### src/rtl/polar_encoder.sv
// Non-systematic polar encoder: x = u * F^{(x)n}, natural order. Serial info-bit load,
// one butterfly stage per cycle, parallel codeword out over valid/ready.
module polar_encoder #(
  parameter int unsigned    N           = 16,
  parameter int unsigned    LOG2N       = 4,
  parameter int unsigned    K           = 8,
  parameter logic [N-1:0]   FROZEN_MASK = 16'h017F
) (
  input  logic         clk,
  input  logic         rst,
  input  logic         in_valid,
  input  logic         in_bit,
  output logic         in_ready,
  output logic         out_valid,
  output logic [N-1:0] out_codeword,
  input  logic         out_ready,
  output logic         busy
);

  localparam int unsigned CntW = (K > 1) ? $clog2(K) : 1;
  localparam int unsigned StgW = (LOG2N > 1) ? $clog2(LOG2N) : 1;
  localparam int unsigned IdxW = (N > 1) ? $clog2(N) : 1;

  typedef enum logic [1:0] {StLoad, StEncode, StOut} state_e;

  // Index of the k-th non-frozen position, resolved at elaboration.
  function automatic int unsigned info_pos(input int unsigned k);
    int unsigned c;
    c = 0;
    info_pos = 0;
    for (int unsigned i = 0; i < N; i++) begin
      if (!FROZEN_MASK[i]) begin
        if (c == k) info_pos = i;
        c++;
      end
    end
  endfunction

  state_e            state_q;
  logic [CntW-1:0]   cnt_q;
  logic [StgW-1:0]   stage_q;
  logic [N-1:0]      v_q;
  logic [N-1:0]      cw_q;
  logic              out_valid_q;
  logic              in_ready_q;

  logic [IdxW-1:0]           pos_tbl [K];
  logic [LOG2N-1:0][N-1:0]   stage_v;

  for (genvar g = 0; g < K; g++) begin : g_pos
    assign pos_tbl[g] = IdxW'(info_pos(g));
  end

  // All butterfly stages are wired in parallel; stage_q picks the one applied this cycle.
  for (genvar s = 0; s < LOG2N; s++) begin : g_stage
    for (genvar i = 0; i < N; i++) begin : g_bit
      if (((i >> s) & 1) == 0) begin : g_xor
        assign stage_v[s][i] = v_q[i] ^ v_q[i + (1 << s)];
      end else begin : g_pass
        assign stage_v[s][i] = v_q[i];
      end
    end
  end

  always_ff @(posedge clk) begin
    if (rst) begin
      state_q     <= StLoad;
      cnt_q       <= '0;
      stage_q     <= '0;
      v_q         <= '0;
      cw_q        <= '0;
      out_valid_q <= 1'b0;
      in_ready_q  <= 1'b1;
    end else begin
      unique case (state_q)
        StLoad: begin
          if (in_valid) begin
            v_q[pos_tbl[cnt_q]] <= in_bit;
            if (cnt_q == CntW'(K - 1)) begin
              state_q    <= StEncode;
              stage_q    <= '0;
              cnt_q      <= '0;
              in_ready_q <= 1'b0;
            end else begin
              cnt_q <= cnt_q + 1'b1;
            end
          end
        end
        StEncode: begin
          v_q <= stage_v[stage_q];
          if (stage_q == StgW'(LOG2N - 1)) begin
            state_q     <= StOut;
            cw_q        <= stage_v[stage_q];
            out_valid_q <= 1'b1;
          end else begin
            stage_q <= stage_q + 1'b1;
          end
        end
        StOut: begin
          // cw_q is left untouched so the codeword persists past the handshake.
          if (out_ready) begin
            state_q     <= StLoad;
            cnt_q       <= '0;
            v_q         <= '0;
            out_valid_q <= 1'b0;
            in_ready_q  <= 1'b1;
          end
        end
        default: state_q <= StLoad;
      endcase
    end
  end

  assign in_ready     = in_ready_q;
  assign out_valid    = out_valid_q;
  assign out_codeword = cw_q;
  assign busy         = (state_q != StLoad) || (cnt_q != '0);

endmodule

### config.mk
export PLATFORM = sky130hd
export DESIGN_NAME = polar_encoder
export DESIGN_NICKNAME = d
export VERILOG_FILES = /design/src/rtl/polar_encoder.sv
export SDC_FILE = /design/constraint.sdc
export NUM_CORES = 1
export LEC_CHECK = 0
export ABC_CLOCK_PERIOD_IN_PS = 2000
export BUFFER_PORTS_ARGS = -buffer_cell sky130_fd_sc_hd__clkbuf_2
export CAP_MARGIN = 10
export CORE_MARGIN = 2
export CORE_UTILIZATION = 54
export CTS_CLUSTER_DIAMETER = 50
export DETAILED_ROUTE_END_ITERATION = 8
export PLACE_DENSITY = 0.79
export SYNTH_ARGS = -nofsm -noshare
export SYNTH_HDL_FRONTEND = slang
export SYNTH_SLANG_ARGS = --single-unit
export TNS_END_PERCENT = 100
### constraint.sdc
create_clock -name clk -period 2 [get_ports clk]
set_input_delay 0.2 -clock clk [delete_from_list [all_inputs] [get_ports clk]]
set_output_delay 0.2 -clock clk [all_outputs]
set_load 0.01 [all_outputs]
==> summary.txt <==
Finish
  • Most frequent cells in the layout: 39 x dfxtp_1, 36 x a21oi_1, 23 x clkbuf_2, 22 x nor2_1
  • Antenna diodes: 0
  • Layout cells sized above 1: 0.190
  • Layout Nets: 386
  • Most common cell after layout, fill and taps aside: dfxtp_1
  • Area Overhead vs Synth: 13.8%
  • Design Area, Final: 3170 um^2

Critical path
  • Startpoint Class: flop
  • Critical Path RT: 2.22 ns
  • Critical Path AT: 2.13 ns
  • Crit Path Class: flop to flop
  • CP max FO: 4
  • Crit. End Element: flop

Timing
  • Max Slew Vio Count: 0
  • Final period util: 0.955
  • RSZ-0062 raised after global routing: false
  • Final Setup Violations: 0
  • Slew headroom: 0.671
  • Fin Clk Skew: 0.00357 ns
  • Total Neg Setup Slack: 0 ns
  • Max Clock Freq: 0.524 GHz
  • Minimum clock period: 1.91 ns
  • Final Hold Viols: 0
  • Worst-Margin Slew: 0.493 ns
  • Fin Hold WS: 0.234 ns

CTS
  • Clock Sinks: 41
  • CTS root buf: clkbuf_8
  • H-tree levels: 2
  • Clk Latency, worst-skew pair: 0.29 ns
  • Clock buffer count from CTS: 5
  • Post_cts resized: 0
  • Buffer depth of the longest clock path: 2
  • Clock transition at path regs: 0.08 ns
  • Setup bufs post-CTS: 0
  • Post-CTS Hold Fix Bufs: 0
  • CTS tree: yes

GRT
  • First-pass GRT wire length: 11500 um
  • Total track usage: 0.259
  • Initial antenna violation count: 0
  • Pin count of the biggest net entering global routing: 34
  • Congestion Overflow GR: 0
  • Vias in the first global route: 2407

Route
  • Routed wire per std cell: 15.9 um
  • Vias: 2620
  • DRC Markers: 0
  • First-pass DRT Iterations: 8
  • Detailed Route WL: 7000 um
  • DRT iter0 DRCs: 295
  • ANT nets after route: 0
  • DR vias/cell: 5.97

Power and ir drop
  • Peak supply drop: 0.439 mV
  • Comb power frac: 0.386
  • Sw frac: 0.360
  • Pwr dens: 856 nW/um^2
  • Static Leak: 1.29 nW
  • P_int: 1.73 mW
  • Sequential Power Share: 0.372
  • Psw: 976 uW
  • Clk pwr share: 0.242

Floorplanning
  • Core box area: 5040 um^2
  • Die width: 75.8 um
  • Die ar.: 5740 um^2
  • Row cnt: 26
  • Starting Density: 0.552
  • Die height: 75.8 um
  • Ports: 24

Synthesis
  • Post-Syn Area: 2780 um^2
  • Mapped Cells: 345
  • Synth cell types: 49
  • Mapped Nets: 362
  • Number of synthesis warnings: 0
  • Async SR Flop Fraction: 0
  • FF+latch count, synth: 41
  • Syn Area/Cell: 8.06 um^2
  • Seq/Total Area, Yosys: 0.295
  • Primary FF master, synth: dfxtp_1
  • Post-synth EDFFs: 0

Run status
  • Outcome: finished, final reports clean

Place
  • Dpl cell area: 3050 um^2
  • Post-DP HPWL: 5030 um
  • Routability cong.: 0.893
  • Port Buffers: 23

Flow run
  • Maxcap violations: 0

Min path
  • Min-Delay Path Class: input pin to flop
[metrics by stage]
step / util / setup WS (ns) / total power [mW] / std cells
detailed placement: 0.604 / 0.0742 / 2.03 / 432
global placement: 0.604 / 0.135 / 2.01 / 432
finish: 0.628 / 0.0899 / 2.71 / 439
floorplan: - / 0.00463 / 1.75 / 345
CTS: 0.625 / 0.0478 / 2.69 / 439
global route: 0.628 / 0.00129 / 2.87 / 439
[per-layer routing]
| layer | part of all wire | GRT usage |
|---|---|---|
| met1 | 0.46 | 0.349 |
| met2 | 0.46 | 0.403 |
| met3 | 0.055 | 0.0569 |
| met4 | 0.021 | 0.101 |
| met5 | 0 | 0 |
[area by class of cell]
type / count / area [um^2]
multi-input cells: 267 / 1820
clock buffers: 5 / 68.8
repair buffers: 46 / 304
flip-flops and latches: 41 / 823
fillers: 437 / 1880
inverters: 8 / 30.0
well taps: 70 / 87.6
clock inverters: 2 / 35.0
[power groups by stage]
| stage | Combinational, mW | Clock, mW | Sequential, mW |
|---|---|---|---|
| 6_report | 1.05 | 0.655 | 1.01 |
| 5_1_grt | 1.16 | 0.694 | 1.02 |
| 4_1_cts | 1.03 | 0.664 | 0.999 |
| 3_5_place_dp | 1.02 | 0 | 1.02 |
| 3_3_place_gp | 0.998 | 0 | 1.02 |
| 2_1_floorplan | 0.773 | 0 | 0.973 |
[cells in the mapped netlist, types with 3 or more instances]
cell type   n  share of area
dfxtp_1    41           0.30
a21oi_1    36          0.065
clkbuf_1   22          0.030
nor2_1     22          0.030
nand2_1    21          0.028
a211oi_1   13          0.035
o21ai_0    13          0.023
ha_1       12          0.054
a21o_1     11          0.030
mux2i_1    11          0.040
nor3_1     10          0.018
nand3b_1    9          0.024
a31oi_1     8          0.018
inv_1       8          0.011
nand3_1     8          0.014
nor2b_1     8          0.018
xnor2_1     8          0.025
xor2_1      8          0.025
mux2_2      7          0.028
and2_1      6          0.013
buf_2       6          0.011
or3_1       6          0.013
a311oi_1    4          0.013
nor3b_1     4          0.011
o22ai_1     4         0.0090
a32o_1      3          0.011
and3_1      3         0.0067
and3b_1     3         0.0094
nand2b_1    3         0.0067
nand4_1     3         0.0067
[logic make-up after synthesis]
logic type / after synthesis / share of synthesized area
muxes: 18 / 0.0679
AOI/OAI and AO/OA: 109 / 0.256
and+or+nand+nor: 112 / 0.221
DFF: 41 / 0.295
buffers and inverters: 37 / 0.0553
xor gates and xnor gates: 16 / 0.0504
adders and majority gates: 12 / 0.0540
[final timing paths]
check | start | depth (start not counted) | end | slack (ns)
worst min register to register | out_codeword[6] | 2 | out_codeword[6] | 0.45
worst max register to register | state_q[0] | 6 | v_q[15] | 0.09
worst max-delay path | state_q[0] | 6 | v_q[15] | 0.09
worst min-delay path | out_ready | 4 | out_valid | 0.23
[worst max-delay path, stage by stage (launching register included)]
cell and delay [ns]:
dfxtp_2 0.33, inv_1 0.06, ha_1 0.21, nor2b_2 0.18
or3_4 0.38, or4_1 0.51, a31oi_1 0.17
Power figures use the tool's default switching activity.
